==> src/rtl/wptr_full_ctrl_if.sv <==
// Write-side FIFO pointer bus: producer request, synchronized read pointer,
// and the write address / pointer / status flags returned by the controller.
interface wptr_full_ctrl_if #(
  parameter int ADDR_WIDTH = 4
);
  logic                  wr_en;
  logic [ADDR_WIDTH:0]   wq2_rptr_gray;
  logic [ADDR_WIDTH-1:0] waddr;
  logic [ADDR_WIDTH:0]   wptr_gray;
  logic                  wr_accept;
  logic                  full;
  logic                  almost_full;
  logic [ADDR_WIDTH:0]   wr_count;
  logic                  overflow;
  logic                  overflow_sticky;

  modport master (
    output wr_en, wq2_rptr_gray,
    input  waddr, wptr_gray, wr_accept, full, almost_full,
           wr_count, overflow, overflow_sticky
  );

  modport slave (
    input  wr_en, wq2_rptr_gray,
    output waddr, wptr_gray, wr_accept, full, almost_full,
           wr_count, overflow, overflow_sticky
  );
endinterface

==> src/rtl/wptr_full_ctrl.sv <==
// Async-FIFO write-pointer controller: binary/Gray write pointer, registered
// full / almost_full / occupancy flags against the synchronized read pointer.
module wptr_full_ctrl #(
  parameter int ADDR_WIDTH = 4,
  parameter int AF_MARGIN  = 1
) (
  input  logic          clk,
  input  logic          reset_n,
  wptr_full_ctrl_if.slave bus
);
  localparam int DEPTH = 2 ** ADDR_WIDTH;

  logic [ADDR_WIDTH:0]   r_wbin;
  logic [ADDR_WIDTH:0]   r_wgray;
  logic [ADDR_WIDTH:0]   r_count;
  logic                  r_full;
  logic                  r_af;
  logic                  r_ovf;
  logic                  r_ovf_sticky;

  logic                  w_accept;
  logic [ADDR_WIDTH:0]   w_wbin_next;
  logic [ADDR_WIDTH:0]   w_wgray_next;
  logic [ADDR_WIDTH:0]   w_rbin;
  logic [ADDR_WIDTH:0]   w_full_cmp;
  logic [ADDR_WIDTH:0]   w_count_next;
  logic [ADDR_WIDTH+1:0] w_free_next;
  logic                  w_full_next;
  logic                  w_af_next;

  // Gated by reset_n so nothing can strobe the RAM while the block is held.
  assign w_accept     = bus.wr_en & ~r_full & reset_n;
  assign w_wbin_next  = r_wbin + {{ADDR_WIDTH{1'b0}}, w_accept};
  assign w_wgray_next = (w_wbin_next >> 1) ^ w_wbin_next;

  genvar gi;
  generate
    for (gi = 0; gi <= ADDR_WIDTH; gi++) begin : g_gray2bin
      assign w_rbin[gi] = ^bus.wq2_rptr_gray[ADDR_WIDTH:gi];
    end
  endgenerate

  // Full when the write pointer is one lap ahead: top two Gray bits inverted.
  assign w_full_cmp   = {~bus.wq2_rptr_gray[ADDR_WIDTH:ADDR_WIDTH-1],
                         bus.wq2_rptr_gray[ADDR_WIDTH-2:0]};
  assign w_full_next  = (w_wgray_next == w_full_cmp);
  assign w_count_next = w_wbin_next - w_rbin;
  assign w_free_next  = (ADDR_WIDTH+2)'(DEPTH) - {1'b0, w_count_next};
  assign w_af_next    = (w_free_next <= (ADDR_WIDTH+2)'(AF_MARGIN));

  always_ff @(posedge clk or negedge reset_n) begin
    if (!reset_n) begin
      r_wbin       <= '0;
      r_wgray      <= '0;
      r_count      <= '0;
      r_full       <= 1'b0;
      r_af         <= 1'b0;
      r_ovf        <= 1'b0;
      r_ovf_sticky <= 1'b0;
    end else begin
      r_wbin       <= w_wbin_next;
      r_wgray      <= w_wgray_next;
      r_count      <= w_count_next;
      r_full       <= w_full_next;
      r_af         <= w_af_next;
      r_ovf        <= bus.wr_en & r_full;
      r_ovf_sticky <= r_ovf_sticky | (bus.wr_en & r_full);
    end
  end

  assign bus.waddr           = r_wbin[ADDR_WIDTH-1:0];
  assign bus.wptr_gray       = r_wgray;
  assign bus.wr_accept       = w_accept;
  assign bus.full            = r_full;
  assign bus.almost_full     = r_af;
  assign bus.wr_count        = r_count;
  assign bus.overflow        = r_ovf;
  assign bus.overflow_sticky = r_ovf_sticky;
endmodule

==> src/flat_wrapper.sv <==
// flat-port wrapper written by rule: the top's interface ports become plain ports
module wptr_full_ctrl_flat 
#(
  parameter int ADDR_WIDTH = 4,
  parameter int AF_MARGIN  = 1
)
  (clk, reset_n, bus_wr_en, bus_wq2_rptr_gray, bus_waddr, bus_wptr_gray, bus_wr_accept, bus_full, bus_almost_full, bus_wr_count, bus_overflow, bus_overflow_sticky);
  wptr_full_ctrl_if #(.ADDR_WIDTH(ADDR_WIDTH)) bus_i ();
  input  logic clk;
  input  logic reset_n;
  input wire logic [$bits(bus_i.wr_en)-1:0] bus_wr_en;
  input wire logic [$bits(bus_i.wq2_rptr_gray)-1:0] bus_wq2_rptr_gray;
  output wire logic [$bits(bus_i.waddr)-1:0] bus_waddr;
  output wire logic [$bits(bus_i.wptr_gray)-1:0] bus_wptr_gray;
  output wire logic [$bits(bus_i.wr_accept)-1:0] bus_wr_accept;
  output wire logic [$bits(bus_i.full)-1:0] bus_full;
  output wire logic [$bits(bus_i.almost_full)-1:0] bus_almost_full;
  output wire logic [$bits(bus_i.wr_count)-1:0] bus_wr_count;
  output wire logic [$bits(bus_i.overflow)-1:0] bus_overflow;
  output wire logic [$bits(bus_i.overflow_sticky)-1:0] bus_overflow_sticky;
  assign bus_i.wr_en = bus_wr_en;
  assign bus_i.wq2_rptr_gray = bus_wq2_rptr_gray;
  assign bus_waddr = bus_i.waddr;
  assign bus_wptr_gray = bus_i.wptr_gray;
  assign bus_wr_accept = bus_i.wr_accept;
  assign bus_full = bus_i.full;
  assign bus_almost_full = bus_i.almost_full;
  assign bus_wr_count = bus_i.wr_count;
  assign bus_overflow = bus_i.overflow;
  assign bus_overflow_sticky = bus_i.overflow_sticky;
  wptr_full_ctrl #(.ADDR_WIDTH(ADDR_WIDTH), .AF_MARGIN(AF_MARGIN)) u_core (.clk(clk), .reset_n(reset_n), .bus(bus_i));
endmodule
==> config.mk <==
export PLATFORM = sky130hd
export DESIGN_NAME = wptr_full_ctrl_flat
export DESIGN_NICKNAME = d
export VERILOG_FILES = /design/src/rtl/wptr_full_ctrl_if.sv /design/src/rtl/wptr_full_ctrl.sv /design/src/flat_wrapper.sv
export SDC_FILE = /design/constraint.sdc
export NUM_CORES = 1
export LEC_CHECK = 0
export BUFFER_PORTS_ARGS = -buffer_cell sky130_fd_sc_hd__buf_2
export CAP_MARGIN = 5
export CORE_MARGIN = 2
export CORE_UTILIZATION = 46
export DETAILED_ROUTE_END_ITERATION = 16
export PLACE_DENSITY = 0.71
export SYNTH_ARGS = -nofsm -noshare
export SYNTH_HDL_FRONTEND = slang
export SYNTH_SLANG_ARGS = --single-unit
==> constraint.sdc <==
create_clock -name clk -period 3.05 [get_ports clk]
set_clock_uncertainty 0.1 [all_clocks]
set_input_delay 0.4575 -clock clk [delete_from_list [all_inputs] [get_ports clk]]
set_output_delay 0.4575 -clock clk [all_outputs]
set_load 0.03 [all_outputs]
; Word level (Yosys, flattened, before mapping)
; Index checks and enable logic that the tools add are counted.
[word_totals]
out_inout_bits = 19
regBits = 19
[classes]
n_reduce_logical = 4
addsub = 3
n_eq_ne = 1
n_bitwise = 7
order_cmp = 1
[op_table]
columns = op, count
row1 = "<= comparator 6 x 1 -> 1 bit, second input constant", 1
row2 = "subtractor 5 x 5 -> 6 bit, first input constant", 1
row3 = adder 5 x 1 -> 5 bit, 1
row4 = equality test 5 bit, 1
row5 = XOR reduction 5 bit, 1
row6 = subtractor 5 bit, 1
row7 = XOR 4 x 5 -> 5 bit, 1
row8 = XOR reduction 4 bit, 1
row9 = AND 1 bit, 3
row10 = XOR reduction 3 bit, 1
row11 = NOT 2 bit, 1
row12 = XOR reduction 2 bit, 1
row13 = NOT 1 bit, 1
row14 = OR 1 bit, 1

; Logic depth before layout (Yosys ltp)
[depth]
depth_word = 7
depth_mapped = 12
depth_no_buf = 12

; Least setup slack after synthesis
; Ideal clock, no wire load.
[synth_timing]
path_kind = register -> register
from = register u_core.r_full (netlist: u_core.bus.full)
to = register u_core.r_af (netlist: u_core.bus.almost_full)
path_slack_ps = -367
path_buffers = 0
stages_incl_launch_ff = 12
arrival_time_ps = 3237
required_ps = 2871
path_cell_list = dfrtp_1 -> and3b_1 -> ha_1 -> ha_1 -> xnor2_1 -> inv_1 -> ha_1 -> nor2b_1 -> a31oi_1 -> nand3_2 -> or4_1 -> mux2i_1
[synth_between]
elab_chain_cells = 7
[synth_lines]
columns = item, line_no
row1 = "start, declared", wptr_full_ctrl.sv:16  ; logic r_full;
row2 = "start signal, assigned", wptr_full_ctrl.sv:64  ; r_full <= w_full_next;
row3 = NOT 1 bit, wptr_full_ctrl.sv:32  ; assign w_accept = bus.wr_en & ~r_full & reset_n;
row4 = AND 1 bit (2 in series), wptr_full_ctrl.sv:32
row5 = named net bus_wr_accept, flat_wrapper.sv:15  ; output wire logic [$bits(bus_i.wr_accept)-1:0] bus_wr_accept;
row6 = adder 5 x 1 -> 5 bit, wptr_full_ctrl.sv:33  ; assign w_wbin_next = r_wbin + {{ADDR_WIDTH{1'b0}}, w_accept};
row7 = named net u_core.w_wbin_next[2], wptr_full_ctrl.sv:22  ; logic [ADDR_WIDTH:0] w_wbin_next;
row8 = subtractor 5 bit, wptr_full_ctrl.sv:47  ; assign w_count_next = w_wbin_next - w_rbin;
row9 = named net u_core.w_count_next[3], wptr_full_ctrl.sv:26  ; logic [ADDR_WIDTH:0] w_count_next;
row10 = subtractor 5 x 5 -> 6 bit, wptr_full_ctrl.sv:48  ; assign w_free_next = (ADDR_WIDTH+2)'(DEPTH) - {1'b0, w_count_next};
row11 = <= comparator 6 x 1 -> 1 bit, wptr_full_ctrl.sv:49  ; assign w_af_next = (w_free_next <= (ADDR_WIDTH+2)'(AF_MARGIN));
row12 = named net u_core.w_af_next, wptr_full_ctrl.sv:29  ; logic w_af_next;
row13 = "end signal, assigned", wptr_full_ctrl.sv:65  ; r_af <= w_af_next;
row14 = "end, declared", wptr_full_ctrl.sv:17  ; logic r_af;
; The timed path passes the listed nets, and every way through them passes these cells.

; Final worst setup path
[layout_timing]
from = register u_core.r_full (netlist: u_core.bus.full)
to = register u_core.r_af (netlist: u_core.bus.almost_full)
[layout_between]
elab_chain_cells = 7
[layout_lines]
columns = item, line_no
row1 = NOT 1 bit, wptr_full_ctrl.sv:32
row2 = AND 1 bit (2 in series), wptr_full_ctrl.sv:32
row3 = adder 5 x 1 -> 5 bit, wptr_full_ctrl.sv:33
row4 = named net u_core.w_wbin_next[2], wptr_full_ctrl.sv:22
row5 = subtractor 5 bit, wptr_full_ctrl.sv:47
row6 = named net u_core.w_count_next[3], wptr_full_ctrl.sv:26
row7 = subtractor 5 x 5 -> 6 bit, wptr_full_ctrl.sv:48
row8 = <= comparator 6 x 1 -> 1 bit, wptr_full_ctrl.sv:49
row9 = named net u_core.w_af_next, wptr_full_ctrl.sv:29
; The timed path passes the listed nets, and every way through them passes these cells.

==> impl_metrics.csv <==
group,metric,value,unit
clocking,cts.htree.levels,1,
pwr,p_per_area,1310,mW/mm²
setup_path,r2r_setup_slack,200,ps
setup_path,reg2reg_depth,11,
layout,fin_area,0.00129,mm²
clocking,cts_buffer_depth,2,
global_routing,grt_first_pass_wirelength,3370,µm
pwr,total_power,1.69,mW
layout,fillers,171,
layout,final_cell_mix,"buf_2 (26), dfrtp_1 (17), xnor2_1 (11)",
clocking,cts_buffers,3,
layout,multi_input_area,578,µm²
global_routing,grt_overflow,0,
detailed_routing,vias,739,
layout,finalNonFillerCells,148,
setup_path,reg2reg_from,"u_core.bus.full",
logic_synthesis,yosysTopAreaCellShare,0.451,
timing,finalHoldViolCount,0,
pwr,power.share.clock,0.071,
logic_synthesis,ys_seq_area_frac,0.451,
layout,final_nets,137,
global_routing,grt_antenna_before_repair,0,
timing,setup_viol,0,
pwr,p_seq_frac,0.247,
detailed_routing,drtPass1Iterations,4,
setup_path,path_class,"reg2reg",
placed_design,place.gp.congestion,0.745,
setup_path,cp-end-kind,"flop",
global_routing,grt_pass1_vias,758,
detailed_routing,wl_per_cell,13.2,µm
layout,final_common_cell,"buf_2",
setup_path,crit_arrival,2970,ps
timing,rsz0062_at_grt,"no",
pwr,combPwrFrac,0.682,
detailed_routing,drc_errors,0,
logic_synthesis,netlist_instances,85,
placed_design,dp_hpwl,1590,µm
floorplan,core,0.00200,mm²
floorplan,die_h,50.6,µm
logic_synthesis,synth_cell_type_count,31,
layout,drive_gt1_frac,0.405,
detailed_routing,routed_via_density,4.99,
clocking,clock_latency,280,ps
detailed_routing,routed_wl,1950,µm
timing,worst_pin_slew,438,ps
timing,fin_crit,2850,ps
pwr,swShare,0.474,
floorplan,floorplan.initialDensity,0.499,
placed_design,placed_cells,144,
logic_synthesis,avgSynthCellArea,11.7,µm²
placed_design,io_buffers,26,
outcome,status,"finished clean",
clocking,numClockSinks,18,
setup_path,start_kind,"flop",
placed_design,placed_area,0.00125,mm²
logic_synthesis,ys_ff_latch,18,
timing,post-route-period-util,0.936,
floorplan,die_w,50.6,µm
logic_synthesis,yosysWarnings,0,
global_routing,globalRouteTotalUtil,0.181,
clocking,path_clk_slew,100,ps
timing,slew_headroom,0.706,
logic_synthesis,synth.cell_area,998,µm²
timing,slew_violations,0,
logic_synthesis,synthTopCellsByArea,"dfrtp_1 (45%), xnor2_1 (11%), ha_1 (8.8%)",
pwr,ir_drop,0.670,mV
pwr,p_int,890,µW
detailed_routing,initialDrtViolationCount,7,
timing,worst_slack,195,ps
logic_synthesis,synth_top_area_cell,"dfrtp_1",
setup_path,rr_endpoint,"u_core.bus.almost_full",
floorplan,die_area,0.00256,mm²
setup_path,crit_required,3160,ps
layout,regArea,452,µm²
logic_synthesis,synthesis.nets,100,
floorplan,rows,16,
placed_design,pre_cts_slack,-76.1,ps
timing,max_freq,0.350,GHz
timing,hold_ws,46.1,ps
global_routing,grt_max_degree,19,
floorplan,ios,27,
pwr,power_leakage,0.625,nW
setup_path,path_max_fanout,3,
clocking,cts_root_buffer,"clkbuf_4",
worst_hold_path,hp-class,"in2async",
job,maxCapViolCount,0,
clocking,cts_tree,"built",
detailed_routing,detail-route-antenna-nets,0,
layout,area_growth,28.9,%
layout,antenna_cells,0,
pwr,p_switching,801,µW
## final cells by class
cell class	count	area share
Multi-Input combinational cell	61	0.449
Sequential cell	18	0.351
Timing Repair Buffer	32	0.136
Tap cell	27	0.0262
Clock buffer	4	0.0204
Inverter	6	0.0175
## power groups by stage
stage          sequential (mW)  clock, mW  combinational, mW
3_3_place_gp             0.420          0               1.12
2_1_floorplan            0.645          0              0.594
6_report                 0.418      0.120               1.15
4_1_cts                  0.420      0.126               1.15
5_1_grt                  0.433      0.137               1.26
3_5_place_dp             0.426          0               1.14
## sequential cells by signal (all words and copies together) (netlist names)
register	cells
u_core.bus.wr_count	5
u_core.bus.overflow_sticky	1
u_core.bus.overflow	1
u_core.bus.almost_full	1
u_core.r_wbin	5
u_core.bus.wptr_gray	4
u_core.bus.full	1
## cells by family after synthesis
group | synth area share
muxes | 0.0201
adders and majority gates | 0.0877
DFF | 0.451
buffers and inverters | 0.0226
AOI/OAI and AO/OA | 0.0739
and+or+nand+nor | 0.122
xor gates and xnor gates | 0.223
## cell usage after synthesis (all sizes together)
master and instances:
dfrtp 18, xnor2 14, ha 7, xor2 7, inv 6, nand3 5, nand2b 3, a21oi 2
mux2i 2, nand2 2, or2 2, or3 2, a2111oi 1, a211oi 1, a21o 1, a221o 1
a22oi 1, a31oi 1, and2 1, and3b 1, nand4 1, nor2b 1, nor3 1, o21ai 1
o22ai 1, or4 1, xnor3 1
## worst max path at each step
| stage | start | endpoint | cells after the start |
|---|---|---|---|
| after floorplan | u_core.bus.full | u_core.bus.almost_full | 11 |
| after global routing | u_core.bus.full | u_core.bus.almost_full | 11 |
| final | u_core.bus.full | u_core.bus.almost_full | 11 |
| after global placement | reset_n | u_core.bus.almost_full | 12 |
| after CTS | u_core.bus.full | u_core.bus.almost_full | 11 |
| after detailed placement | reset_n | u_core.bus.almost_full | 12 |
## layer usage
layer / GRT usage / routed length, µm / up-vias / part of all wire
met1: 0.226 / 806 / 347 / 0.41
met3: 0.0238 / 113 / 4 / 0.058
met4: 0.0901 / 43 / 0 / 0.022
li1: - / - / 363 / -
met5: 0 / 0 / - / 0
met2: 0.307 / 988 / 25 / 0.51
## worst max-delay path: stages (launching register included)
cell and delay, ps:
dfrtp_2 420, and3b_2 270, ha_1 160, ha_2 230
xnor2_4 130, inv_1 80, ha_1 310, nor2b_1 150
a31oi_1 200, nand3_2 120, or4_1 470, mux2i_1 140
## through the flow
| step | TNS [ps] | utilization |
|---|---|---|
| final | 0 | 0.643 |
| after detailed placement | -76.1 | 0.625 |
| after global placement | 0 | 0.625 |
| after global routing | 0 | 0.643 |
| after floorplan | 0 | - |
| after CTS | 0 | 0.638 |
## timing repair
action / 4_1_cts / 5_1_grt
endpoints found under the hold margin: 0 / 0
setup endpoints to repair: 0 / 1
gates resized for setup: 0 / 2
setup buffers: 0 / 0
hold buffers: 0 / 0
Power figures use the tool's default switching activity.
